<file path="src/rtl/xbar_pkg.sv">
// Shared types and helpers for the streaming crossbar connection scheduler.
// Latency: none (types, constants and a combinational pick function only).
// Backpressure: not applicable.
package xbar_pkg;

    // Default crossbar geometry; the modules take these as parameter defaults
    localparam int unsigned XBAR_S_DATA_COUNT = 5;
    localparam int unsigned XBAR_M_DATA_COUNT = 3;
    localparam int unsigned XBAR_ID_WIDTH     = $clog2(XBAR_S_DATA_COUNT);
    localparam int unsigned XBAR_DEST_WIDTH   = $clog2(XBAR_M_DATA_COUNT);

    // Widest request vector the pick function scans
    localparam int unsigned XBAR_MAX_S = 32;

    typedef enum logic {
        IDLE = 1'b0,
        BUSY = 1'b1
    } port_state_t;

    // First set bit of req[n-1:0], scanning upward from start and wrapping to 0.
    // The wrap is an explicit compare-and-reset so no modulo hardware is built.
    function automatic int unsigned rr_pick(input logic [XBAR_MAX_S-1:0] req,
                                            input int unsigned           n,
                                            input int unsigned           start);
        int unsigned idx;
        int unsigned pick;
        logic        found;
        idx   = start;
        pick  = 0;
        found = 1'b0;
        for (int unsigned i = 0; i < XBAR_MAX_S; i++) begin
            if (i < n) begin
                if (!found && req[idx]) begin
                    pick  = idx;
                    found = 1'b1;
                end
                if (idx == n - 1) idx = 0;
                else              idx = idx + 1;
            end
        end
        return pick;
    endfunction

endpackage

</file>
<file path="src/rtl/xbar_port_sched.sv">
// One output's connection scheduler: round-robin grant, held until the last beat transfers.
// Latency: grant registers one edge after a request is seen; handshakes are combinational in BUSY.
// Backpressure: m_ready low stalls the held input via its one-hot s_ready contribution.
module xbar_port_sched
    import xbar_pkg::*;
#(
    parameter int S_DATA_COUNT = XBAR_S_DATA_COUNT,
    parameter int T_ID___WIDTH = XBAR_ID_WIDTH
) (
    input  logic                    clk,
    input  logic                    rst,
    input  logic [S_DATA_COUNT-1:0] req,
    input  logic [S_DATA_COUNT-1:0] s_valid_i,
    input  logic [S_DATA_COUNT-1:0] s_last_i,
    input  logic                    m_ready_i,
    output logic                    m_valid_o,
    output logic                    m_last_o,
    output logic [T_ID___WIDTH-1:0] m_id_o,
    output logic                    busy_o,
    output logic [T_ID___WIDTH-1:0] grant_o,
    output logic [S_DATA_COUNT-1:0] s_ready_o
);

    port_state_t             state_q, state_d;
    logic [T_ID___WIDTH-1:0] grant_q, grant_d;
    logic [T_ID___WIDTH-1:0] ptr_q, ptr_d;

    // State, grant and search pointer registers
    always_ff @(posedge clk) begin
        if (rst) begin
            state_q <= IDLE;
            grant_q <= '0;
            ptr_q   <= '0;
        end else begin
            state_q <= state_d;
            grant_q <= grant_d;
            ptr_q   <= ptr_d;
        end
    end

    // Arbitration in IDLE; handshake steering and end-of-packet release in BUSY
    always_comb begin
        state_d   = state_q;
        grant_d   = grant_q;
        ptr_d     = ptr_q;
        m_valid_o = 1'b0;
        m_last_o  = 1'b0;
        m_id_o    = '0;
        s_ready_o = '0;
        case (state_q)
            IDLE: begin
                if (|req) begin
                    grant_d = T_ID___WIDTH'(rr_pick(XBAR_MAX_S'(req), S_DATA_COUNT, int'(ptr_q)));
                    state_d = BUSY;
                end
            end
            BUSY: begin
                m_valid_o          = s_valid_i[grant_q];
                m_last_o           = s_last_i[grant_q];
                m_id_o             = grant_q;
                s_ready_o[grant_q] = m_ready_i;
                if (s_valid_i[grant_q] && m_ready_i && s_last_i[grant_q]) begin
                    state_d = IDLE;
                    ptr_d   = (grant_q == T_ID___WIDTH'(S_DATA_COUNT - 1)) ? '0 : grant_q + 1'b1;
                end
            end
            default: state_d = IDLE;
        endcase
    end

    assign busy_o  = (state_q == BUSY);
    assign grant_o = grant_q;

endmodule

</file>
<file path="src/rtl/stream_xbar_sched.sv">
// Crossbar connection scheduler: decodes destinations, masks held inputs, arbitrates per output.
// Latency: one idle arbitration cycle per packet per output; handshakes combinational once held.
// Backpressure: s_ready of a held input follows its output's m_ready; invalid destinations are sunk.
module stream_xbar_sched
    import xbar_pkg::*;
#(
    parameter int S_DATA_COUNT = XBAR_S_DATA_COUNT,
    parameter int M_DATA_COUNT = XBAR_M_DATA_COUNT,
    parameter int T_ID___WIDTH = $clog2(S_DATA_COUNT),
    parameter int T_DEST_WIDTH = $clog2(M_DATA_COUNT)
) (
    input  logic                                 clk,
    input  logic                                 rst,
    input  logic [S_DATA_COUNT-1:0]              s_valid_i,
    input  logic [S_DATA_COUNT-1:0]              s_last_i,
    input  logic [S_DATA_COUNT*T_DEST_WIDTH-1:0] s_dest_i,
    output logic [S_DATA_COUNT-1:0]              s_ready_o,
    input  logic [M_DATA_COUNT-1:0]              m_ready_i,
    output logic [M_DATA_COUNT-1:0]              m_valid_o,
    output logic [M_DATA_COUNT-1:0]              m_last_o,
    output logic [M_DATA_COUNT*T_ID___WIDTH-1:0] m_id_o
);

    logic [S_DATA_COUNT-1:0] req      [M_DATA_COUNT];
    logic [S_DATA_COUNT-1:0] rdy_part [M_DATA_COUNT];
    logic [T_ID___WIDTH-1:0] grant    [M_DATA_COUNT];
    logic [M_DATA_COUNT-1:0] busy;
    logic [S_DATA_COUNT-1:0] held;
    logic [S_DATA_COUNT-1:0] sink;
    logic [T_DEST_WIDTH-1:0] dest;

    // An input is held while any BUSY output has it as its grant
    always_comb begin
        held = '0;
        for (int m = 0; m < M_DATA_COUNT; m++) begin
            for (int s = 0; s < S_DATA_COUNT; s++) begin
                if (busy[m] && grant[m] == T_ID___WIDTH'(s)) held[s] = 1'b1;
            end
        end
    end

    // Destination decode into per-output requests; free inputs with bad destinations are sunk
    always_comb begin
        dest = '0;
        sink = '0;
        for (int m = 0; m < M_DATA_COUNT; m++) req[m] = '0;
        for (int s = 0; s < S_DATA_COUNT; s++) begin
            dest = s_dest_i[s*T_DEST_WIDTH +: T_DEST_WIDTH];
            if (s_valid_i[s] && !held[s]) begin
                if (int'(dest) >= M_DATA_COUNT) begin
                    sink[s] = 1'b1;
                end else begin
                    for (int m = 0; m < M_DATA_COUNT; m++) begin
                        if (dest == T_DEST_WIDTH'(m)) req[m][s] = 1'b1;
                    end
                end
            end
        end
    end

    // Each input has at most one holder, so OR-ing the one-hot contributions is safe
    always_comb begin
        s_ready_o = sink;
        for (int m = 0; m < M_DATA_COUNT; m++) s_ready_o = s_ready_o | rdy_part[m];
    end

    for (genvar m = 0; m < M_DATA_COUNT; m++) begin : g_port
        xbar_port_sched #(
            .S_DATA_COUNT (S_DATA_COUNT),
            .T_ID___WIDTH (T_ID___WIDTH)
        ) u_port (
            .clk       (clk),
            .rst       (rst),
            .req       (req[m]),
            .s_valid_i (s_valid_i),
            .s_last_i  (s_last_i),
            .m_ready_i (m_ready_i[m]),
            .m_valid_o (m_valid_o[m]),
            .m_last_o  (m_last_o[m]),
            .m_id_o    (m_id_o[m*T_ID___WIDTH +: T_ID___WIDTH]),
            .busy_o    (busy[m]),
            .grant_o   (grant[m]),
            .s_ready_o (rdy_part[m])
        );
    end

endmodule

</file>
<file path="config.mk">
export PLATFORM = sky130hd
export DESIGN_NAME = stream_xbar_sched
export DESIGN_NICKNAME = d
export VERILOG_FILES = /design/src/rtl/xbar_pkg.sv /design/src/rtl/xbar_port_sched.sv /design/src/rtl/stream_xbar_sched.sv
export SDC_FILE = /design/constraint.sdc
export NUM_CORES = 1
export LEC_CHECK = 0
export CAP_MARGIN = 25
export CORE_MARGIN = 4
export CORE_UTILIZATION = 45
export CTS_BUF_LIST = sky130_fd_sc_hd__clkbuf_8
export CTS_CLUSTER_SIZE = 12
export DETAILED_ROUTE_END_ITERATION = 8
export PLACE_DENSITY = 0.68
export SLEW_MARGIN = 20
export SYNTH_ARGS = -nofsm -noshare
export SYNTH_HDL_FRONTEND = slang
export SYNTH_SLANG_ARGS = --single-unit
</file>
<file path="constraint.sdc">
create_clock -name clk -period 10.7 [get_ports clk]
set_input_delay 2.675 -clock clk [delete_from_list [all_inputs] [get_ports clk]]
set_output_delay 2.675 -clock clk [all_outputs]
set_load 0.01 [all_outputs]
</file>
==> flow_summary.json <==
{
  "outcome": "completed",
  "grt.busiest_layer": "met2",
  "ant_nets": 0,
  "cts_setup_buffers": 0,
  "initial_utilization_pct": 46.8,
  "critPathBufInv": 2,
  "antenna_cells": 0,
  "final_nets": 744,
  "power_density_nw_per_um2": 78.7,
  "synth_top_area_share_pct": 9.20,
  "maxCapViolations": 0,
  "core_area_um2": 10500,
  "grt_pass1_vias": 5269,
  "crit_chain": "clkdlybuf4s50_1, nand4_1, o211ai_1, clkdlybuf4s50_1",
  "fillers": 1073,
  "grtUsageMet2_pct": 40.0,
  "cp.arrival_ns": 4.72,
  "synth_top_family_by_area": "simple AND/OR/NAND/NOR gates",
  "htree_levels": 1,
  "drc": 0,
  "critPathRequiredTime_ns": 8.03,
  "ys_ff_latch": 21,
  "grt_use_met3_pct": 2.21,
  "antenna_found_initial": 0,
  "power_w": 0.000423,
  "routed_wl_mm": 15.7,
  "grt_setup_unrepaired": "no",
  "clkTransAtPathRegs_ns": 0.08,
  "met1_usage_pct": 32.9,
  "tightest_slew_ns": 0.912,
  "die_area_um2": 12600,
  "power.leakage_nw": 1.93,
  "finClkSkew_ns": 0.00204,
  "startpoint_type": "input pin",
  "async_flop_share_pct": 0,
  "num_rows": 37,
  "synth_cell_types": 89,
  "ios": 45,
  "cp-end-kind": "output port",
  "synth_compound_area_share_pct": 32.8,
  "ctsHoldBuffers": 0,
  "hold_violations": 0,
  "vias": 5473,
  "grt_max_degree": 22,
  "slew_violations": 0,
  "critical_path.max_stage_delay_ns": 0.58,
  "synth-seq-area-share_pct": 8.59,
  "drt_first_iter_violations": 491,
  "synth_flop_cell": "dfxtp_1",
  "cts_root_buf": "clkbuf_8",
  "yosys-top-cells-area": "ha_1 (9.2%), dfxtp_1 (8.6%), mux2i_1 (4.7%)",
  "die_h_um": 112,
  "yosys.area.top_type": "ha_1",
  "synth_edf_count": 0,
  "vias_per_cell": 6.69,
  "wire_per_inst_um": 19.2,
  "crit_family": "buffers and inverters",
  "clkLatencyLatePin_ns": 0.27,
  "crit_path_frequent_cell": "clkdlybuf4s50_1",
  "criticalPathCategory": "input pin to output port",
  "synth-simple-area-share_pct": 33.5,
  "synth_xor_area_share_pct": 0.358,
  "fin_crit_sh_pct": 69.1,
  "finalSetupTns_ns": 0,
  "synth_fa_ha_area_share_pct": 9.20,
  "dr.pass1.iters": 7,
  "grt_pass1_wl_mm": 25.8,
  "drive_gt1_share_pct": 6.01,
  "netlist_area_um2": 4890,
  "critPathMaxFanout": 12,
  "muxShareOfSynthArea_pct": 8.69,
  "cts-buffers-inserted": 3,
  "port_buffers": 44,
  "maxClockFrequency_mhz": 135,
  "ys_warn_count": 0,
  "die_w_um": 112,
  "cp_slowest_cell": "clkdlybuf4s50_1",
  "clock-sinks": 21,
  "grt_usage_pct": 23.7,
  "hpwl_mm": 12.3,
  "syn_nets": 736,
  "syn_avg_cell_area_um2": 7.25,
  "gr-total-overflow": 0,
  "routabilityCongestion": 0.937,
  "syn_inst": 675,
  "irDropWorstVdd_uv": 76.8,
  "synth.top_cells.by_count": "nor2_1 (61), nand2_1 (48), inv_1 (37)",
  "slew-limit-headroom_pct": 39.0,
  "area_growth_pct": 9.69,
  "cts_tree": "yes",
  "synthMostInstantiatedCell": "nor2_1",
  "setup_violations": 0,
  "min_path_type": "flop to flop",
  "min_period_ns": 7.39,
  "cts_resized": 0,
  "clk_path_buf_depth": 2
}
==> routing by layer <==
metal  vias to the layer above  share of wire, %
met4                         0               1.3
li1                       2638                 -
met2                       217                47
met1                      2598                46
met5                         -                 0
met3                        20               5.7
==> area by class of cell <==
cell class	instances	area [um2]	area share, %
clock inverter	1	5.00	0.0932
inverter	38	143	2.66
multi-input combinational	574	4140	77.1
timing repair buffer	45	448	8.34
sequential	21	420	7.83
clock buffer	3	41.3	0.769
tap	136	170	3.17
==> cells in the final DEF (no fill, tap or decap), drive strengths merged, types with 11 or more instances in the layout <==
cell type	count
clkdlybuf4s50	44
a31oi	12
or2	11
nand3b	14
inv	37
o21ai	23
a211oi	14
nand2b	14
nor2	63
a21oi	26
dfxtp	21
nor3	28
ha	36
mux2i	23
nor4	13
o31ai	11
nand3	30
nand4	14
nand2	48
==> registers in the layout (all words and copies together), names as in the netlist <==
register and flops:
g_port.u_port.grant_o 9, g_port.u_port.ptr_q 9, g_port.u_port.busy_o 3
==> through the flow <==
| stage | util [%] | setup WS, ns | instances | hold slack (ns) | area [um2] |
|---|---|---|---|---|---|
| after detailed placement | 50.9 | 3.36 | 814 | 0.654 | 5320 |
| after CTS | 51.3 | 3.36 | 818 | 0.665 | 5370 |
| final | 51.3 | 3.31 | 818 | 0.662 | 5370 |
| after global routing | 51.3 | 3.23 | 818 | 0.677 | 5370 |
| after global placement | 50.9 | 3.42 | 814 | 0.638 | 5320 |
| after floorplan | - | 4.56 | 675 | 0.558 | 4890 |
==> power by group <==
| group | leakage [nW] | internal, W | switching, W |
|---|---|---|---|
| sequential | 0.171 | 0.0000857 | 0.0000264 |
| combinational | 1.74 | 0.000108 | 0.000147 |
| clock | 0.0255 | 0.0000260 | 0.0000294 |
==> worst register-to-register path: cells and delay by family (launching register included) <==
family                   cells  cell delay, ns
adder cells (fa/ha/maj)      3            0.86
multiplexers                 1            0.55
AO/OA/AOI/OAI                5            1.27
AND/OR/NAND/NOR              5            0.84
buffers and inverters        3            0.57
flip-flops                   1            0.67
==> kinds of logic after synthesis <==
group,count (synthesis)
simple gates,299
compound gates,204
buf+inv,80
fa+ha+maj,36
mux,33
flops,21
xor+xnor,2
==> path summary, 6_finish.rpt <==
path | from | endpoint | slack, ns | depth (start not counted)
worst max-delay path | s_valid_i[4] | s_ready_o[4] | 3.31 | 4
worst min-delay path | g_port[1].u_port.grant_o[1] | g_port[1].u_port.grant_o[1] | 0.66 | 2
worst max register to register | g_port[0].u_port.ptr_q[0] | g_port[0].u_port.grant_o[2] | 5.80 | 17
worst min register to register | g_port[1].u_port.grant_o[1] | g_port[1].u_port.grant_o[1] | 0.66 | 2
No activity file was read; power rests on OpenSTA's default activity.
